$ cat src/rtl/servo_scan.sv
// servo_scan: left/centre/right servo sweep with one distance capture per point.
// Define SERVO_SCAN_TIMEOUT_EN to bound each measurement wait by MEAS_TIMEOUT.
module servo_scan #(
  parameter int SETTLE_CYCLES = 25_000_000,
  parameter int MEAS_TIMEOUT  = 5_000_000,
  parameter int DW            = 16
) (
  input  logic          clk,
  input  logic          rst_n,
  input  logic          start,
  input  logic          abort,
  input  logic          meas_ack,
  input  logic [DW-1:0] meas_data,
  output logic [1:0]    posicion,
  output logic          meas_req,
  output logic          busy,
  output logic          done,
  output logic [DW-1:0] dist_left,
  output logic [DW-1:0] dist_center,
  output logic [DW-1:0] dist_right
);

  localparam int MAXC = (SETTLE_CYCLES > MEAS_TIMEOUT) ?
                        SETTLE_CYCLES : MEAS_TIMEOUT;
  localparam int CW = (MAXC > 1) ? $clog2(MAXC) : 1;
  localparam logic [CW-1:0] SET_END = CW'(SETTLE_CYCLES - 1);
`ifdef SERVO_SCAN_TIMEOUT_EN
  localparam logic [CW-1:0] TMO_END = CW'(MEAS_TIMEOUT - 1);
`endif

  typedef enum logic [3:0] {
    IDLE, MOVE_L, MEAS_L, MOVE_C, MEAS_C,
    MOVE_R, MEAS_R, RETURN, DONE
  } state_t;

  state_t        state, nxt;
  logic [CW-1:0] cnt;
  logic          ab;
  logic          settled;
  logic          in_meas;
  logic          tmo;
  logic          adv;
  logic          cnt_run;

  always_comb begin
    nxt     = state;
    settled = (cnt == SET_END);
    in_meas = (state == MEAS_L) || (state == MEAS_C) ||
              (state == MEAS_R);
`ifdef SERVO_SCAN_TIMEOUT_EN
    tmo     = in_meas && !meas_ack && (cnt == TMO_END);
    cnt_run = (state != IDLE);
`else
    tmo     = 1'b0;
    cnt_run = (state != IDLE) && !in_meas;
`endif
    adv = in_meas && (meas_ack || tmo) && !abort;
    unique case (state)
      IDLE:    if (start && !abort) nxt = MOVE_L;
      MOVE_L:  if (settled) nxt = MEAS_L;
      MEAS_L:  if (adv) nxt = MOVE_C;
      MOVE_C:  if (settled) nxt = MEAS_C;
      MEAS_C:  if (adv) nxt = MOVE_R;
      MOVE_R:  if (settled) nxt = MEAS_R;
      MEAS_R:  if (adv) nxt = RETURN;
      RETURN:  if (settled) nxt = (ab || abort) ? IDLE : DONE;
      DONE:    nxt = IDLE;
      default: nxt = IDLE;
    endcase
    // RETURN ignores abort apart from skipping DONE at its end
    if (abort && state != IDLE && state != RETURN) nxt = RETURN;
  end

  always_comb begin
    posicion = 2'b00;
    unique case (1'b1)
      (state == MOVE_L) || (state == MEAS_L): posicion = 2'b01;
      (state == MOVE_R) || (state == MEAS_R): posicion = 2'b10;
      default:                                posicion = 2'b00;
    endcase
    meas_req = in_meas;
    busy     = (state != IDLE);
    done     = (state == DONE);
  end

  always_ff @(posedge clk) begin
    if (!rst_n) begin
      state       <= IDLE;
      cnt         <= '0;
      ab          <= 1'b0;
      dist_left   <= '0;
      dist_center <= '0;
      dist_right  <= '0;
    end else begin
      state <= nxt;
      if (nxt != state) cnt <= '0;
      else if (cnt_run) cnt <= cnt + 1'b1;
      if (state == IDLE) ab <= 1'b0;
      else if (abort) ab <= 1'b1;
      if (adv && state == MEAS_L)
        dist_left <= tmo ? '1 : meas_data;
      if (adv && state == MEAS_C)
        dist_center <= tmo ? '1 : meas_data;
      if (adv && state == MEAS_R)
        dist_right <= tmo ? '1 : meas_data;
    end
  end

endmodule

$ cat config.mk
export PLATFORM = sky130hd
export DESIGN_NAME = servo_scan
export DESIGN_NICKNAME = d
export VERILOG_FILES = /design/src/rtl/servo_scan.sv
export SDC_FILE = /design/constraint.sdc
export NUM_CORES = 1
export LEC_CHECK = 0
export ABC_AREA = 1
export BUFFER_PORTS_ARGS = -buffer_cell sky130_fd_sc_hd__buf_2
export CORE_MARGIN = 3
export CORE_UTILIZATION = 54
export DETAILED_ROUTE_END_ITERATION = 6
export PLACE_DENSITY = 0.88
export SKIP_LAST_GASP = 1
export SLEW_MARGIN = 20
export SYNTH_ARGS = -nofsm -noshare
export SYNTH_HDL_FRONTEND = slang
export SYNTH_SLANG_ARGS = --single-unit
$ cat constraint.sdc
create_clock -name clk -period 1.96 [get_ports clk]
set_input_delay 0.196 -clock clk [delete_from_list [all_inputs] [get_ports clk]]
set_output_delay 0.196 -clock clk [all_outputs]
set_load 0.05 [all_outputs]
==> results.json <==
{
  "run_status": "complete, no violations",
  "netSwitchingFraction_pct": 30.2,
  "combinationalPowerShare_pct": 15.3,
  "slowest_stage": "dfxtp_2",
  "placeableCoreArea_um2": 6170,
  "synthesis.instances": 500,
  "setup-tns-final_ns": 0,
  "min_from": "rst_n",
  "groute.usage.overall_pct": 24.2,
  "layout-drive-gt1-share_pct": 28.1,
  "final_routed_drc_violation_total": 0,
  "synth.top_cell.area_share_pct": 43.9,
  "timing.clock.skew_ns": 0.00536,
  "crit_path_max_incr_delay_ns": 0.36,
  "synth_nets": 522,
  "leakage_power_uw": 0.00182,
  "dp.final_hpwl_um": 6320,
  "ys_ff_latch": 78,
  "nNetsFinal": 608,
  "path_buf_inv": 1,
  "grt.overflow.total": 0,
  "drt-wirelength-per-cell_um": 14.6,
  "number_of_hold_slack_violations_in_the_final_timing_report": 0,
  "path_clk_slew_ns": 0.09,
  "ioPinCount": 74,
  "relSlewSlack_pct": 65.2,
  "timing.final.crit_period_ns": 1.93,
  "clk_root_buffer_cell": "clkbuf_8",
  "synth.cell_area_um2": 3560,
  "worstSetupEndpoint": "cnt[14]",
  "peakVddDrop_mv": 0.648,
  "synthTopCellsByArea": "dfxtp_1 44%, nand2_1 9.6%, a21oi_1 7.7%, inv_1 6.7%, nor2_1 6.4%",
  "synthTopCellsByCount": "91 x nand2_1, 78 x dfxtp_1, 64 x inv_1",
  "ff2ff_path_depth": 14,
  "critPathLaunch": "cnt[0]",
  "finalMaxSlewViolations": 0,
  "worstHoldPathType": "input port to flop",
  "dieWidth_um": 87.2,
  "power.density_cell_area_nw_per_um2": 772,
  "library_cell_with_the_highest_instance_count_after_synthesis": "nand2_1",
  "p_int_uw": 2390,
  "placedCellCount": 643,
  "setup.reg_to_reg.worst_slack_ns": 0.03,
  "via_count_of_the_first_global_routing_pass": 3294,
  "p_switching_uw": 1030,
  "clkPwrFrac_pct": 37.0,
  "cts_hold_repair.buffers": 0,
  "critPathLaunchType": "flop",
  "worstSetupEndpointType": "flop",
  "path_class": "flop to flop",
  "timing.max_cap.violations": 0,
  "grt_start_max_net_pins": 33,
  "synth-warning-count": 0,
  "finalCritPeriodShare_pct": 98.4,
  "max_fclk_ghz": 0.518,
  "clock_tree.buffer_depth": 2,
  "ff_latch_area_um2": 1570,
  "timing_worst_slew_pin_value_ns": 0.519,
  "timing.critical_path.required_ns": 2.26,
  "arrival_ns": 2.23,
  "rsz0062_at_grt": "true",
  "grt_pass1_wl_um": 14600,
  "timing.critical_path.cells": "ha_4 -> nand2_2 -> nor2_2 -> nand2_1 -> nor2_2 -> nand3_2 -> nand2_2 -> nand3_2 -> nand2_1 -> nand2_1 -> nor2_2 -> nand2_4 -> clkbuf_16 -> nor2_1",
  "detail_route.vias_per_cell": 5.31,
  "fin_worst_hold_slack_ns": 0.101,
  "ys_types": 26,
  "full_die_area_um2": 7600,
  "num_antenna_cells": 0,
  "fp-row-count": 28,
  "post_route_non_filler_standard_cell_count": 666,
  "clock_tree.htree_level_count": 3,
  "port_buffers": 73,
  "globalplace.congestion": 0.897,
  "worstSkewPairLatency_ns": 0.36,
  "crit_path_max_fanout": 6,
  "multiInputGateArea_um2": 1720,
  "fillCellCount": 434,
  "cts-buffers-inserted": 9,
  "cts.sinks": 78,
  "path_delay_family": "simple AND/OR/NAND/NOR gates",
  "antenna_violating_nets_post_route": 0,
  "postSynth.topFlopCell": "dfxtp_1",
  "synth_seq_area_share_pct": 43.9,
  "fp.dieH_um": 87.2,
  "effective_utilization_at_floorplan_pct": 57.7,
  "seq_power_share_pct": 47.8,
  "worstReg2RegStart": "cnt[0]",
  "number_of_setup_violations_in_the_final_report": 0,
  "vias": 3538,
  "avgSynthCellArea_um2": 7.12,
  "crit_cells": 14,
  "synthDominantAreaCellType": "dfxtp_1",
  "worstReg2RegEnd": "cnt[14]",
  "area_growth_syn_to_layout_pct": 24.6,
  "first_iter_violations": 340,
  "ys_async_sr_fraction_pct": 0,
  "route.final.wire_length_um": 9710,
  "antenna_found_initial": 0,
  "firstDrtPassIters": 7,
  "synth_enable_flop_cells": 0,
  "tritoncts": "built"
}
-- final cells by class --
cell class / instances / share of cell area (%)
inverter: 73 / 6.18
clock inverter: 7 / 1.78
clock buffer: 9 / 2.79
tap: 75 / 2.12
timing repair buffer: 93 / 12.8
multi-input combinational: 331 / 38.9
sequential: 78 / 35.4
-- timing repair --
item / 4_1_cts / 5_1_grt
resized for setup: 0 / 31
setup endpoints to repair: 0 / 57
buffers inserted: 0 / 4
-- worst min-delay path by stage --
stage	end	slack (ns)	cells past startpoint
CTS	dist_right[13]	0.1	3
global route	dist_right[14]	0.10	3
detailed placement	dist_center[2]	0.43	2
floorplan	dist_right[10]	0.34	2
finish	state[0]	0.10	3
global placement	dist_left[4]	0.43	2
-- placed cells by master, fill, tap and decap left out, drive strengths merged --
cell	synthesis	layout
a21oi	56	56
buf	5	90
bufinv	0	1
clkbuf	13	12
clkinv	2	3
dfxtp	78	78
ha	1	1
inv	71	76
mux2i	1	1
nand2	94	94
nand3	20	20
nand4	11	11
nor2	76	76
nor3	14	14
nor4	2	2
o21ai	32	32
o21bai	1	1
xnor2	3	3
xor2	20	20
-- tightest hold or removal path, stage by stage --
cell     delay [ns]
buf_2          0.14
nand2_1        0.07
inv_1          0.03
-- metal layers --
layer | wire length [um] | up-vias | global-route usage, % | part of all wire (%)
li1 | - | 1744 | - | -
met1 | 3880 | 1607 | 28.8 | 40
met2 | 4880 | 163 | 40.3 | 50
met3 | 700 | 24 | 5.68 | 7.2
met4 | 251 | 0 | 13.0 | 2.6
met5 | 0 | - | 0 | 0
-- power by group through the flow --
stage / combinational (uW) / clock [uW] / sequential, uW
floorplan: 279 / 0 / 1700
CTS: 427 / 1260 / 1630
global route: 561 / 1320 / 1640
finish: 522 / 1260 / 1640
detailed placement: 423 / 0 / 1670
global placement: 419 / 0 / 1670
-- through the flow --
step	instance area, um^2	util [%]	worst slack, ns	total power (uW)
3_3_place_gp	4050	65.6	0.0887	2090
6_report	4430	71.9	0.0310	3420
2_1_floorplan	3570	-	-0.0122	1980
3_5_place_dp	4050	65.6	0.0319	2090
5_1_grt	4430	71.9	-0.146	3520
4_1_cts	4250	68.9	0.00475	3320
-- cell families (layout without fill, tap and decap cells) --
logic type | count (synthesis) | after routing | synth area share, %
xor+xnor | 23 | 23 | 5.66
simple gates | 217 | 217 | 26.9
flops | 78 | 78 | 43.9
compound gates | 89 | 89 | 12.7
fa+ha+maj | 1 | 1 | 0.351
mux | 1 | 1 | 0.281
buf+inv | 91 | 182 | 10.3
-- sequential cells by signal (all words and copies together) (netlist names) --
register and flops:
ab 1, cnt 25, dist_center 16, dist_left 16, dist_right 16, state 4
(Power assumes the default switching activity.)
